## src/rtl/tb_constants.sv

```systemverilog
// Shared constants for the RV32 core environment: NOP encoding, memory
// responder FSM states and default end-of-program / result-check values.
package tb_constants;

    localparam logic [31:0] RV32_NOP            = 32'h0000_0013;

    localparam logic [31:0] DEF_SIM_STOP_PC     = 32'h0000_0018;
    localparam logic [31:0] DEF_MEM_CHECK_ADDR  = 32'h0000_0040;
    localparam logic [31:0] DEF_EXPECTED_RESULT = 32'h0000_003F;

    typedef enum logic [1:0] {
        RUN   = 2'd0,
        CHECK = 2'd1,
        DONE  = 2'd2
    } mem_state_t;

endpackage

```

## src/rtl/rv32_mem_delay.sv

```systemverilog
// Fixed-depth shift register with asynchronous active-low clear; every stage
// resets to RESET_VAL so the output holds that value until real data arrives.
module rv32_mem_delay #(
    parameter int unsigned       DEPTH     = 1,
    parameter int unsigned       WIDTH     = 32,
    parameter logic [WIDTH-1:0]  RESET_VAL = '0
) (
    input  logic             clk,
    input  logic             rst_n,
    input  logic [WIDTH-1:0] din,
    output logic [WIDTH-1:0] dout
);

    logic [WIDTH-1:0] stage [DEPTH];

    always_ff @(posedge clk or negedge rst_n) begin
        if (!rst_n) begin
            for (int i = 0; i < int'(DEPTH); i++) begin
                stage[i] <= RESET_VAL;
            end
        end else begin
            stage[0] <= din;
            for (int i = 1; i < int'(DEPTH); i++) begin
                stage[i] <= stage[i-1];
            end
        end
    end

    assign dout = stage[DEPTH-1];

endmodule

```

## src/rtl/rv32_mem_responder.sv

```systemverilog
// Shared instruction/data memory for the RV32 core: preload during reset,
// read-first pipelined reads, sticky address-error flags, end-of-program check.
module rv32_mem_responder
    import tb_constants::*;
#(
    parameter int unsigned MEM_WORDS       = 32,
    parameter int unsigned READ_LATENCY    = 1,
    parameter logic [31:0] SIM_STOP_PC     = DEF_SIM_STOP_PC,
    parameter logic [31:0] MEM_CHECK_ADDR  = DEF_MEM_CHECK_ADDR,
    parameter logic [31:0] EXPECTED_RESULT = DEF_EXPECTED_RESULT
) (
    input  logic        clk_i,
    input  logic        rst_i,
    input  logic [31:0] instr_addr_i,
    output logic [31:0] instr_data_o,
    input  logic        mem_we_i,
    input  logic [31:0] mem_addr_i,
    input  logic [31:0] mem_data_i,
    output logic [31:0] mem_data_o,
    input  logic        load_we_i,
    input  logic [31:0] load_addr_i,
    input  logic [31:0] load_data_i,
    output logic        instr_err_o,
    output logic        data_err_o,
    output logic        done_o,
    output logic        pass_o
);

    localparam int unsigned      IDX_W     = (MEM_WORDS > 1) ? $clog2(MEM_WORDS) : 1;
    localparam logic [31:0]      MEM_BYTES = 32'(MEM_WORDS * 4);
    localparam logic [IDX_W-1:0] CHECK_IDX = IDX_W'(MEM_CHECK_ADDR >> 2);

    logic [31:0] mem [MEM_WORDS];

    logic             instr_bad_c, data_bad_c, load_bad_c;
    logic [IDX_W-1:0] instr_idx_c, data_idx_c, load_idx_c;
    logic [31:0]      instr_rd_c, data_rd_c;
    logic             check_en_c;

    mem_state_t state_q, state_d;

    function automatic logic addr_bad(input logic [31:0] a);
        return (a[1:0] != 2'b00) || (a >= MEM_BYTES);
    endfunction

    // Address decode for all three ports
    always_comb begin
        instr_bad_c = addr_bad(instr_addr_i);
        data_bad_c  = addr_bad(mem_addr_i);
        load_bad_c  = addr_bad(load_addr_i);
        instr_idx_c = IDX_W'(instr_addr_i[31:2]);
        data_idx_c  = IDX_W'(mem_addr_i[31:2]);
        load_idx_c  = IDX_W'(load_addr_i[31:2]);
    end

    // Reads see the array before this edge's store, giving read-first behaviour
    always_comb begin
        instr_rd_c = instr_bad_c ? RV32_NOP : mem[instr_idx_c];
        data_rd_c  = data_bad_c  ? 32'h0    : mem[data_idx_c];
    end

    // Array is not reset; preload owns the write port while reset is held
    always_ff @(posedge clk_i) begin
        if (!rst_i) begin
            if (load_we_i && !load_bad_c) begin
                mem[load_idx_c] <= load_data_i;
            end
        end else if (mem_we_i && !data_bad_c) begin
            mem[data_idx_c] <= mem_data_i;
        end
    end

    rv32_mem_delay #(
        .DEPTH     (READ_LATENCY),
        .WIDTH     (32),
        .RESET_VAL (RV32_NOP)
    ) u_instr_delay (
        .clk   (clk_i),
        .rst_n (rst_i),
        .din   (instr_rd_c),
        .dout  (instr_data_o)
    );

    rv32_mem_delay #(
        .DEPTH     (READ_LATENCY),
        .WIDTH     (32),
        .RESET_VAL (32'h0)
    ) u_data_delay (
        .clk   (clk_i),
        .rst_n (rst_i),
        .din   (data_rd_c),
        .dout  (mem_data_o)
    );

    // Sticky error flags, independent of read latency
    always_ff @(posedge clk_i or negedge rst_i) begin
        if (!rst_i) begin
            instr_err_o <= 1'b0;
            data_err_o  <= 1'b0;
        end else begin
            if (instr_bad_c) instr_err_o <= 1'b1;
            if (data_bad_c)  data_err_o  <= 1'b1;
        end
    end

    always_ff @(posedge clk_i or negedge rst_i) begin
        if (!rst_i) state_q <= RUN;
        else        state_q <= state_d;
    end

    always_comb begin
        state_d = state_q;
        unique case (state_q)
            RUN:     if (instr_addr_i == SIM_STOP_PC) state_d = CHECK;
            CHECK:   state_d = DONE;
            DONE:    state_d = DONE;
            default: state_d = RUN;
        endcase
    end

    always_comb begin
        check_en_c = 1'b0;
        if (state_q == CHECK) check_en_c = 1'b1;
    end

    // Result is captured once; later stores to the check word do not change it
    always_ff @(posedge clk_i or negedge rst_i) begin
        if (!rst_i) begin
            done_o <= 1'b0;
            pass_o <= 1'b0;
        end else if (check_en_c) begin
            done_o <= 1'b1;
            pass_o <= (mem[CHECK_IDX] == EXPECTED_RESULT);
        end
    end

endmodule

```

## config.mk

```make
export PLATFORM = sky130hd
export DESIGN_NAME = rv32_mem_responder
export DESIGN_NICKNAME = d
export VERILOG_FILES = /design/src/rtl/tb_constants.sv /design/src/rtl/rv32_mem_delay.sv /design/src/rtl/rv32_mem_responder.sv
export SDC_FILE = /design/constraint.sdc
export NUM_CORES = 1
export LEC_CHECK = 0
export CAP_MARGIN = 20
export CORE_MARGIN = 2
export CORE_UTILIZATION = 50
export CTS_BUF_LIST = sky130_fd_sc_hd__clkbuf_2 sky130_fd_sc_hd__clkbuf_4 sky130_fd_sc_hd__clkbuf_8
export CTS_CLUSTER_SIZE = 24
export DETAILED_ROUTE_END_ITERATION = 10
export GPL_TIMING_DRIVEN = 0
export PLACE_DENSITY = 0.76
export REMOVE_ABC_BUFFERS = 1
export SLEW_MARGIN = 40
export SYNTH_ARGS = -nofsm -noshare
export SYNTH_HDL_FRONTEND = slang
export SYNTH_SLANG_ARGS = --single-unit
```

## constraint.sdc

```tcl
create_clock -name clk_i -period 1.98 [get_ports clk_i]
set_input_delay 0.396 -clock clk_i [delete_from_list [all_inputs] [get_ports clk_i]]
set_output_delay 0.396 -clock clk_i [all_outputs]
set_load 0.02 [all_outputs]
```

==> impl_metrics.toml <==
[global_routing]
via_count_of_the_first_global_routing_pass = 32967
largest_net_degree_at_the_start_of_global_routing = 70
globalRouteOverflowTotal = 0
grt_antenna_before_repair = 4
grt_first_pass_wirelength_um = 227000
grt_util_all_layers_pct = 31.1

[clock_network]
tritoncts = "built"
cts-buffers-inserted = 175
cts.path.max_buffers = 3
clk_latency_ps = 870
clock_sinks = 1094
clock-root-buffer = "clkbuf_8"
clkSlewWorstSetupHoldPaths_ps = 60
h-tree-depth = 4

[placement]
gpl.final_weighted_congestion = 0.767
dp_hpwl_um = 95800
io_buffers = 231
placement.cell_area_mm2 = 0.0561

[yosys]
ys_warn_count = 0
synth.cell_area_mm2 = 0.0498
post_synth.cell_area_avg_um2 = 20.7
synth.yosys.seq_area_share_pct = 65.2
post_synth_edffs = 1024
postSynth.asyncResetShare_pct = 6.40
synth-main-ff-cell = "edfxtp_1"
synth.distinct_cells = 43
postSynthCellCount = 2412
synth.area.top_cells = "edfxtp_1 62%, mux4_2 23%, dfrtp_1 3.4%, mux2_2 2.3%, o22ai_1 1.5%"
synth_area_leader_cell = "edfxtp_1"
post-synth-top-area-fraction_pct = 61.7
synth-seq-cells = 1094

[power_and_ir_drop]
fin_total_pwr_mw = 49.4
power_density_cells_mw_per_mm2 = 774
leakage_nw = 21.2
ir_drop_mv = 0.516

[routing]
route.detailed.drc = 0
wl_per_cell_um = 38.1
first_iter_violations = 4752
met2RoutedLength_um = 78000
drtAntennaViolNets = 0
detail_route.wirelength.met1_um = 56800
highest_layer = "met5"
dr.pass1.iters = 7
route.detailed.vias_per_inst = 7.18
route.final.wire_length_um = 170000
via_count = 32094
routed-wl-met3_um = 25800

[floorplanning]
initial_cell_density_of_the_core_pct = 50.6
core_mm2 = 0.0986
chip_height_um = 320
die_area_mm2 = 0.102
core.rowCount = 115
die-width_um = 320
top_level_ports = 232

[sta]
final_setup_vio_count = 1044
slew_headroom_pct = 38.3
timing.final.max_slew_violations = 0
clock_skew_ps = 44.3
setup_total_negative_slack_ps = -187020
finalWorstPathRequiredPeriod_ps = 2410
timing_worst_slew_pin_value_ps = 925
rsz0062_at_grt = "yes"
fin_hold_ws_ps = 117
timing.final.hold_violations = 0
setup_slack_ps = -430
timing.final.crit_share_pct = 122
fmaxAchievable_ghz = 0.415

[cells_and_area]
final_net_count = 3195
flow.area_growth_from_synthesis_pct = 28.0
finalInstanceArea_mm2 = 0.0638
drive_gt1_share_pct = 44.6
fill_cells = 6074
layout.cells.most_common = "edfxtp_1"
finalCoreUtilization_pct = 64.7
most-common-layout-cells = "1024 x edfxtp_1, 513 x mux4_2, 191 x clkbuf_8, 124 x clkdlybuf4s50_1, 121 x buf_12"

[worst_setup_path]
critical_path_maximum_fanout = 8
required_ps = 2530
origin_of_the_worst_setup_path = "mem_addr_i[28]"
arrival_ps = 2960
critPathCaptureType = "flop"
worst_r2r_startpoint = "mem[16][15]"
setup.worst_path.start_class = "input pin"
worst_setup_path_class = "input pin to flop"

[outcome]
violations = "setup timing"
outcome = "finished with violations"

[hold_path]
start_point_of_the_worst_hold_path = "mem_addr_i[4]"
holdCritPathClass = "input pin to flop"

[flow_run]
maxCapViolations = 0
sequential cells by signal, indices dropped and copies added (netlist names):
name and cells:
data_err_o 1, u_data_delay.dout 32, instr_err_o 1, u_instr_delay.dout 32, state_q 2, done_o 1
mem 1024, pass_o 1
cell families (layout without fill, tap and decap cells):
logic type / Yosys count / after routing / share of synthesized area, %
and+or+nand+nor: 157 / 157 / 1.87
AOI/OAI and AO/OA: 285 / 285 / 4.17
buffers and inverters: 199 / 964 / 1.99
muxes: 674 / 674 / 26.7
adders and majority gates: 3 / 3 / 0.0753
other: 0 / 3 / 0
DFF: 1094 / 1094 / 65.2
Yosys cell counts, types with 19 or more instances:
| cell type | count |
|---|---|
| nor4_1 | 21 |
| buf_2 | 77 |
| mux2_2 | 102 |
| a2111oi_0 | 27 |
| a211oi_1 | 56 |
| mux2i_1 | 57 |
| clkbuf_1 | 74 |
| nor2b_1 | 58 |
| dfrtp_1 | 67 |
| o22ai_1 | 118 |
| a211o_1 | 30 |
| mux4_2 | 513 |
| o31ai_1 | 28 |
| edfxtp_1 | 1024 |
| buf_1 | 19 |
cell type report:
type	count	area [um^2]	share of cell area, %
Sequential cell	1094	32500	51.0
Multi-Input combinational cell	1119	17200	27.0
Timing Repair Buffer	633	8850	13.9
Clock buffer	248	3060	4.79
Tap cell	1287	1610	2.52
Clock inverter	78	533	0.836
Inverter	5	18.8	0.0294
Antenna cell	3	7.51	0.0118
worst paths after layout:
check	end	slack, ps	cells past startpoint
max	mem[17][2]	-430	13
min	u_data_delay.dout[24]	120	3
max reg2reg	u_data_delay.dout[15]	-60	4
min reg2reg	instr_err_o	460	1
max in group asynchronous	u_instr_delay.dout[3]	1230	4
min in group asynchronous	u_instr_delay.dout[17]	180	3
per-layer routing:
| layer | vias up | global-route usage [%] |
|---|---|---|
| li1 | 11937 | - |
| met5 | - | 0 |
| met4 | 2 | 14.7 |
| met3 | 655 | 9.88 |
| met2 | 3009 | 48.5 |
| met1 | 16491 | 40.0 |
stage by stage:
stage	setup WS (ps)	std cells
after floorplan	-3830	2218
after global placement	-23990	3736
after detailed placement	-2790	3894
after CTS	-233	4375
after global routing	-442	4465
final	-430	4467
report_power, final:
group / switching (mW) / internal (mW)
Sequential: 0.00000980 / 25.3
Clock: 9.52 / 10.8
Combinational: 2.01 / 1.80
timing repair:
action                                  CTS  global route
hold buffers                              5             0
gates resized for setup                 320           152
setup endpoints to repair              2092          1664
cloned                                   15            27
setup buffers                           147            76
pin swaps                                49            31
endpoints found under the hold margin    71             0
critical path, cell delays in order:
cell	delay (ps)
buf_6	100
nor4_4	310
nand4_1	250
nor3_4	280
buf_12	180
buf_12	150
nand3b_1	160
buf_6	190
o32ai_4	340
buf_6	190
buf_12	110
buf_12	120
buf_12	140
(Power assumes the default switching activity.)
